### src/rtl/run_len_meter_pkg.sv
// run_len_meter_pkg: shared FSM state type, run record layout and widths.
// Rev 1.0
`default_nettype none

package run_len_meter_pkg;

  localparam int MAX_CNT_W  = 32;
  localparam int DROP_CNT_W = 16;

  typedef enum logic [1:0] {
    IDLE = 2'd0,
    RUN  = 2'd1,
    SAT  = 2'd2
  } run_state_t;

  // Record layout sized to the widest supported counter; users slice to CNT_W.
  typedef struct packed {
    logic                 sat;
    logic [MAX_CNT_W-1:0] len;
  } run_rec_t;

endpackage

`default_nettype wire

### src/rtl/run_len_fifo.sv
// run_len_fifo: synchronous occupancy-counted FIFO; a push into a full FIFO
// is accepted only when a pop happens in the same cycle, otherwise flagged.
`default_nettype none

module run_len_fifo #(
  parameter int DEPTH = 4,
  parameter int WIDTH = 9
) (
  input  logic             clk,
  input  logic             rst,
  input  logic             i_push,
  input  logic [WIDTH-1:0] i_wdata,
  input  logic             i_pop,
  output logic [WIDTH-1:0] o_rdata,
  output logic             o_empty,
  output logic             o_rej
);
  import run_len_meter_pkg::*;

  localparam int AW = $clog2(DEPTH);
  localparam logic [AW:0] c_DEPTH = (AW+1)'(DEPTH);

  logic [WIDTH-1:0] r_mem [DEPTH];
  logic [AW-1:0]    r_wr_ptr;
  logic [AW-1:0]    r_rd_ptr;
  logic [AW:0]      r_count;

  logic w_full;
  logic w_pop;
  logic w_push_ok;

  assign o_empty   = (r_count == '0);
  assign w_full    = (r_count == c_DEPTH);
  assign w_pop     = i_pop && !o_empty;
  assign w_push_ok = i_push && (!w_full || w_pop);
  assign o_rej     = i_push && !w_push_ok;
  assign o_rdata   = o_empty ? '0 : r_mem[r_rd_ptr];

  // When full with a pop, wr_ptr == rd_ptr: the head is read before this edge overwrites it.
  always_ff @(posedge clk) begin
    if (w_push_ok) r_mem[r_wr_ptr] <= i_wdata;
  end

  always_ff @(posedge clk) begin
    if (rst) begin
      r_wr_ptr <= '0;
      r_rd_ptr <= '0;
      r_count  <= '0;
    end else begin
      if (w_push_ok) r_wr_ptr <= r_wr_ptr + 1'b1;
      if (w_pop)     r_rd_ptr <= r_rd_ptr + 1'b1;
      case ({w_push_ok, w_pop})
        2'b10:   r_count <= r_count + 1'b1;
        2'b01:   r_count <= r_count - 1'b1;
        default: r_count <= r_count;
      endcase
    end
  end

endmodule

`default_nettype wire

### src/rtl/run_len_meter.sv
// run_len_meter: measures high-run lengths on `in` and queues records for a valid/ready consumer.
// Optional RUN_LEN_METER_DROPCNT_EN adds a saturating count of records lost to a full FIFO.
`default_nettype none

module run_len_meter
  import run_len_meter_pkg::*;
#(
  parameter int CNT_W = 8,
  parameter int DEPTH = 4
) (
  input  logic             clk,
  input  logic             rst,
  input  logic             in,
  output logic             len_valid,
  input  logic             len_ready,
  output logic [CNT_W-1:0] len_data,
  output logic             len_sat,
  output logic             busy
`ifdef RUN_LEN_METER_DROPCNT_EN
  ,
  output logic [DROP_CNT_W-1:0] drop_cnt
`endif
);

  localparam logic [CNT_W-1:0] c_MAX = {CNT_W{1'b1}};

  run_state_t       r_state, w_state_nxt;
  logic [CNT_W-1:0] r_cnt, w_cnt_nxt, w_cnt_inc;
  logic             w_push;
  run_rec_t         w_push_rec;
  logic [CNT_W:0]   w_rdata;
  logic             w_empty;
  logic             w_rej;

  assign w_cnt_inc = r_cnt + 1'b1;

  always_ff @(posedge clk) begin
    if (rst) begin
      r_state <= IDLE;
      r_cnt   <= '0;
    end else begin
      r_state <= w_state_nxt;
      r_cnt   <= w_cnt_nxt;
    end
  end

  always_comb begin
    w_state_nxt = r_state;
    w_cnt_nxt   = r_cnt;
    w_push      = 1'b0;
    w_push_rec  = '0;
    case (r_state)
      IDLE: begin
        if (in) begin
          w_cnt_nxt   = {{(CNT_W-1){1'b0}}, 1'b1};
          w_state_nxt = (CNT_W == 1) ? SAT : RUN;
        end
      end
      RUN: begin
        if (in) begin
          w_cnt_nxt = w_cnt_inc;
          if (w_cnt_inc == c_MAX) w_state_nxt = SAT;
        end else begin
          w_push         = 1'b1;
          w_push_rec.len = MAX_CNT_W'(r_cnt);
          w_cnt_nxt      = '0;
          w_state_nxt    = IDLE;
        end
      end
      SAT: begin
        if (!in) begin
          w_push         = 1'b1;
          w_push_rec.sat = 1'b1;
          w_push_rec.len = MAX_CNT_W'(c_MAX);
          w_cnt_nxt      = '0;
          w_state_nxt    = IDLE;
        end
      end
      default: begin
        w_state_nxt = IDLE;
        w_cnt_nxt   = '0;
      end
    endcase
  end

  run_len_fifo #(
    .DEPTH (DEPTH),
    .WIDTH (CNT_W + 1)
  ) u_fifo (
    .clk     (clk),
    .rst     (rst),
    .i_push  (w_push),
    .i_wdata ({w_push_rec.sat, w_push_rec.len[CNT_W-1:0]}),
    .i_pop   (len_ready),
    .o_rdata (w_rdata),
    .o_empty (w_empty),
    .o_rej   (w_rej)
  );

  assign len_valid = !w_empty;
  assign len_data  = w_rdata[CNT_W-1:0];
  assign len_sat   = w_rdata[CNT_W];
  assign busy      = (r_state != IDLE);

`ifdef RUN_LEN_METER_DROPCNT_EN
  logic [DROP_CNT_W-1:0] r_drop_cnt;

  always_ff @(posedge clk) begin
    if (rst) begin
      r_drop_cnt <= '0;
    end else if (w_rej && (r_drop_cnt != {DROP_CNT_W{1'b1}})) begin
      r_drop_cnt <= r_drop_cnt + 1'b1;
    end
  end

  assign drop_cnt = r_drop_cnt;

  logic w_unused;
  assign w_unused = ^w_push_rec.len[MAX_CNT_W-1:CNT_W];
`else
  // Rejected records are simply lost in this build.
  logic w_unused;
  assign w_unused = w_rej ^ (^w_push_rec.len[MAX_CNT_W-1:CNT_W]);
`endif

endmodule

`default_nettype wire

### config.mk
export PLATFORM = sky130hd
export DESIGN_NAME = run_len_meter
export DESIGN_NICKNAME = d
export VERILOG_FILES = /design/src/rtl/run_len_meter_pkg.sv /design/src/rtl/run_len_fifo.sv /design/src/rtl/run_len_meter.sv
export SDC_FILE = /design/constraint.sdc
export NUM_CORES = 1
export LEC_CHECK = 0
export BUFFER_PORTS_ARGS = -buffer_cell sky130_fd_sc_hd__buf_2
export CORE_UTILIZATION = 54
export DETAILED_ROUTE_END_ITERATION = 7
export HOLD_SLACK_MARGIN = 0.12
export PLACE_DENSITY = 0.75
export RECOVER_POWER = 25
export SLEW_MARGIN = 20
export SYNTH_ARGS = -nofsm -noshare
export SYNTH_HDL_FRONTEND = slang
export SYNTH_SLANG_ARGS = --single-unit
### constraint.sdc
create_clock -name clk -period 2.5 [get_ports clk]
set_input_delay 0.125 -clock clk [delete_from_list [all_inputs] [get_ports clk]]
set_output_delay 0.125 -clock clk [all_outputs]
set_load 0.01 [all_outputs]
==> results.json <==
{
  "clk_pin_slew_worst_paths_ns": 0.09,
  "dp_cells": 266,
  "drtIter0Drc": 126,
  "die_w_um": 71.0,
  "firstDrtPassIters": 8,
  "setup_tns_ns": 0,
  "yosysSeqAreaShare_pct": 56.8,
  "r2r_setup_slack_ns": 0.17,
  "cts_root_buffer": "clkbuf_8",
  "ys_seq_elements": 55,
  "fmax_ghz": 0.429,
  "syn-num-nets": 224,
  "syn_area_per_cell_um2": 12.3,
  "clock_path_buffers": 2,
  "fin_crit_sh_pct": 93.3,
  "cts_tree": "built",
  "nets": 236,
  "slew_viol_final": 0,
  "ys.flop_type": "edfxtp_1",
  "syn_area_um2": 2570,
  "min_from": "rst",
  "crit_required_ns": 2.74,
  "reg2reg_depth": 11,
  "overflow": 0,
  "relSlewSlack_pct": 59.5,
  "clock_latency_ns": 0.31,
  "timing.rr.start": "r_state[0]",
  "hold_end": "r_cnt[6]",
  "syn_inst": 209,
  "arrival_ns": 2.57,
  "setup_slack_ns": 0.167,
  "ir_drop_mv": 0.343,
  "synth_largest_area_cell": "edfxtp_1",
  "synth_edf_count": 36,
  "post_cts_resized": 0,
  "ys_warn_count": 0,
  "multi_input_area_um2": 1000,
  "routabilityCongestion": 0.797,
  "status": "complete, but fails checks",
  "routedWlPerCell_um": 14.2,
  "holdBufCountCts": 0,
  "io_buffers": 14,
  "syn_to_final_growth_pct": 7.24,
  "grt_max_degree": 20,
  "timing.hold.ws_ns": 0.185,
  "critical_path_class": "flip-flop to flip-flop",
  "die_y_um": 71.0,
  "diodes": 0,
  "p_leak_uw": 0.000962,
  "hp-class": "input port to flip-flop",
  "die-area_um2": 5050,
  "pwr_density_cell_nw_per_um2": 781,
  "post_cts_buffers": 0,
  "worst_pin_slew_ns": 0.607,
  "ys_top_cells_by_area": "edfxtp_1 (42%), dfxtp_1 (15%), mux4_2 (7.9%), ha_1 (4.9%), and2_1 (3.9%)",
  "grt_first_pass_wirelength_um": 6520,
  "cp-end-kind": "flip-flop",
  "num_io_pins": 15,
  "setup_viol_count_final": 0,
  "violations": "DRC",
  "antenna_found_initial": 0,
  "fin_cells": 274,
  "ys_async_sr_fraction_pct": 0,
  "grt_util_all_layers_pct": 17.3,
  "rsz0062_at_grt": "no",
  "viasPerCell": 5.54,
  "finalHoldViolCount": 0,
  "yosysUniqueCellTypes": 46,
  "num_rows": 24,
  "cts-htree-levels": 2,
  "min_path_cells": 2,
  "drv_cap": 0,
  "min_period_ns": 2.33,
  "pre_cts_slack_ns": 0.153,
  "yosysTopAreaCellShare_pct": 42.0,
  "r2r-end": "u_fifo.r_count[2]",
  "hpwl_um": 2740,
  "wirelength_um": 3900,
  "drive_above_1_share_pct": 17.1,
  "synth_most_common_cell": "edfxtp_1",
  "startpoint_type": "flip-flop",
  "fillers": 351,
  "cp_max_fo": 4,
  "ys_top_cells_by_count": "edfxtp_1 (36), nor2_1 (26), dfxtp_1 (19)",
  "detail-route-antenna-nets": 0,
  "core_um2": 4470,
  "cts.sink_count": 55,
  "fin_skew_ns": 0.00573,
  "vias": 1517,
  "start_util_pct": 57.5,
  "cts_inserted_buffers": 5,
  "finalPower_uw": 2150,
  "grt_pass1_vias": 1424,
  "route.detailed.drc": 2,
  "register_area_um2": 1460
}
[critical path: stages, from the launching register on]
cell and delay [ns]:
dfxtp_1 0.37, inv_1 0.07, ha_1 0.29, nand2b_1 0.16, nor2_2 0.07, inv_1 0.06
ha_1 0.17, inv_1 0.06, fa_1 0.38, xor2_1 0.16, or3_1 0.31, a21oi_1 0.16
[registers in the layout (all words and copies together) (netlist names), named ones only]
register,cells
r_cnt,8
r_state,2
u_fifo.r_count,3
u_fifo.r_mem,36
u_fifo.r_rd_ptr,2
u_fifo.r_wr_ptr,2
[placed cells by master (no fill, tap or decap), drive strengths merged, types with 2 or more instances in the layout]
master   n
and2    16
clkbuf   8
o21ai    6
xor2     3
nor2    28
a311oi   3
and3     2
mux4     9
nand2    7
dfxtp   19
a21oi   16
ha      10
buf     16
or3      2
edfxtp  36
inv     10
mux2i    4
nand3    2
xnor2    2
nand2b   3
[area by class of cell]
type                       instances  area share, %
sequential                        55           52.9
multi-input combinational        131           36.3
timing repair buffer              18           3.45
clock buffer                       6           2.99
tap                               52           2.36
inverter                          10           1.36
clock inverter                     2          0.589
[metrics by stage]
stage	area, um^2	utilization (%)
finish	2760	61.7
global route	2760	61.7
CTS	2770	61.8
detailed placement	2670	59.6
global placement	2670	59.6
floorplan	2570	-
[where the power goes]
group	leakage (uW)	switching, uW	total [uW]	internal (uW)
clock network	0.0000474	275	501	226
registers	0.000494	74.4	1090	1020
logic	0.000420	275	560	285
[routing by layer]
layer	global-route usage (%)	part of all wire (%)	up-vias
met5	0	0	-
met4	8.67	2.1	0
met3	2.99	2.0	7
met2	29.4	49	18
met1	21.3	47	720
li1	-	-	772
[kinds of logic (layout without fill, tap and decap cells)]
logic type / Yosys count / after routing / synth area share (%)
muxes: 13 / 13 / 9.43
DFF: 55 / 55 / 56.8
AOI/OAI and AO/OA: 33 / 33 / 8.12
xor gates and xnor gates: 5 / 5 / 1.70
and+or+nand+nor: 69 / 69 / 14.1
buffers and inverters: 23 / 36 / 4.28
adders and majority gates: 11 / 11 / 5.64
[worst max-delay path by stage]
stage	endpoint	start	slack, ns	depth (start not counted)
6_report	u_fifo.r_count[2]	r_state[0]	0.17	11
5_1_grt	u_fifo.r_count[2]	r_state[0]	0.03	11
4_1_cts	u_fifo.r_count[2]	r_state[0]	0.15	11
3_5_place_dp	u_fifo.r_count[2]	r_state[0]	0.15	11
3_3_place_gp	u_fifo.r_count[2]	r_state[0]	0.30	11
2_1_floorplan	u_fifo.r_count[2]	r_state[0]	0.12	12
(Power assumes the default switching activity.)
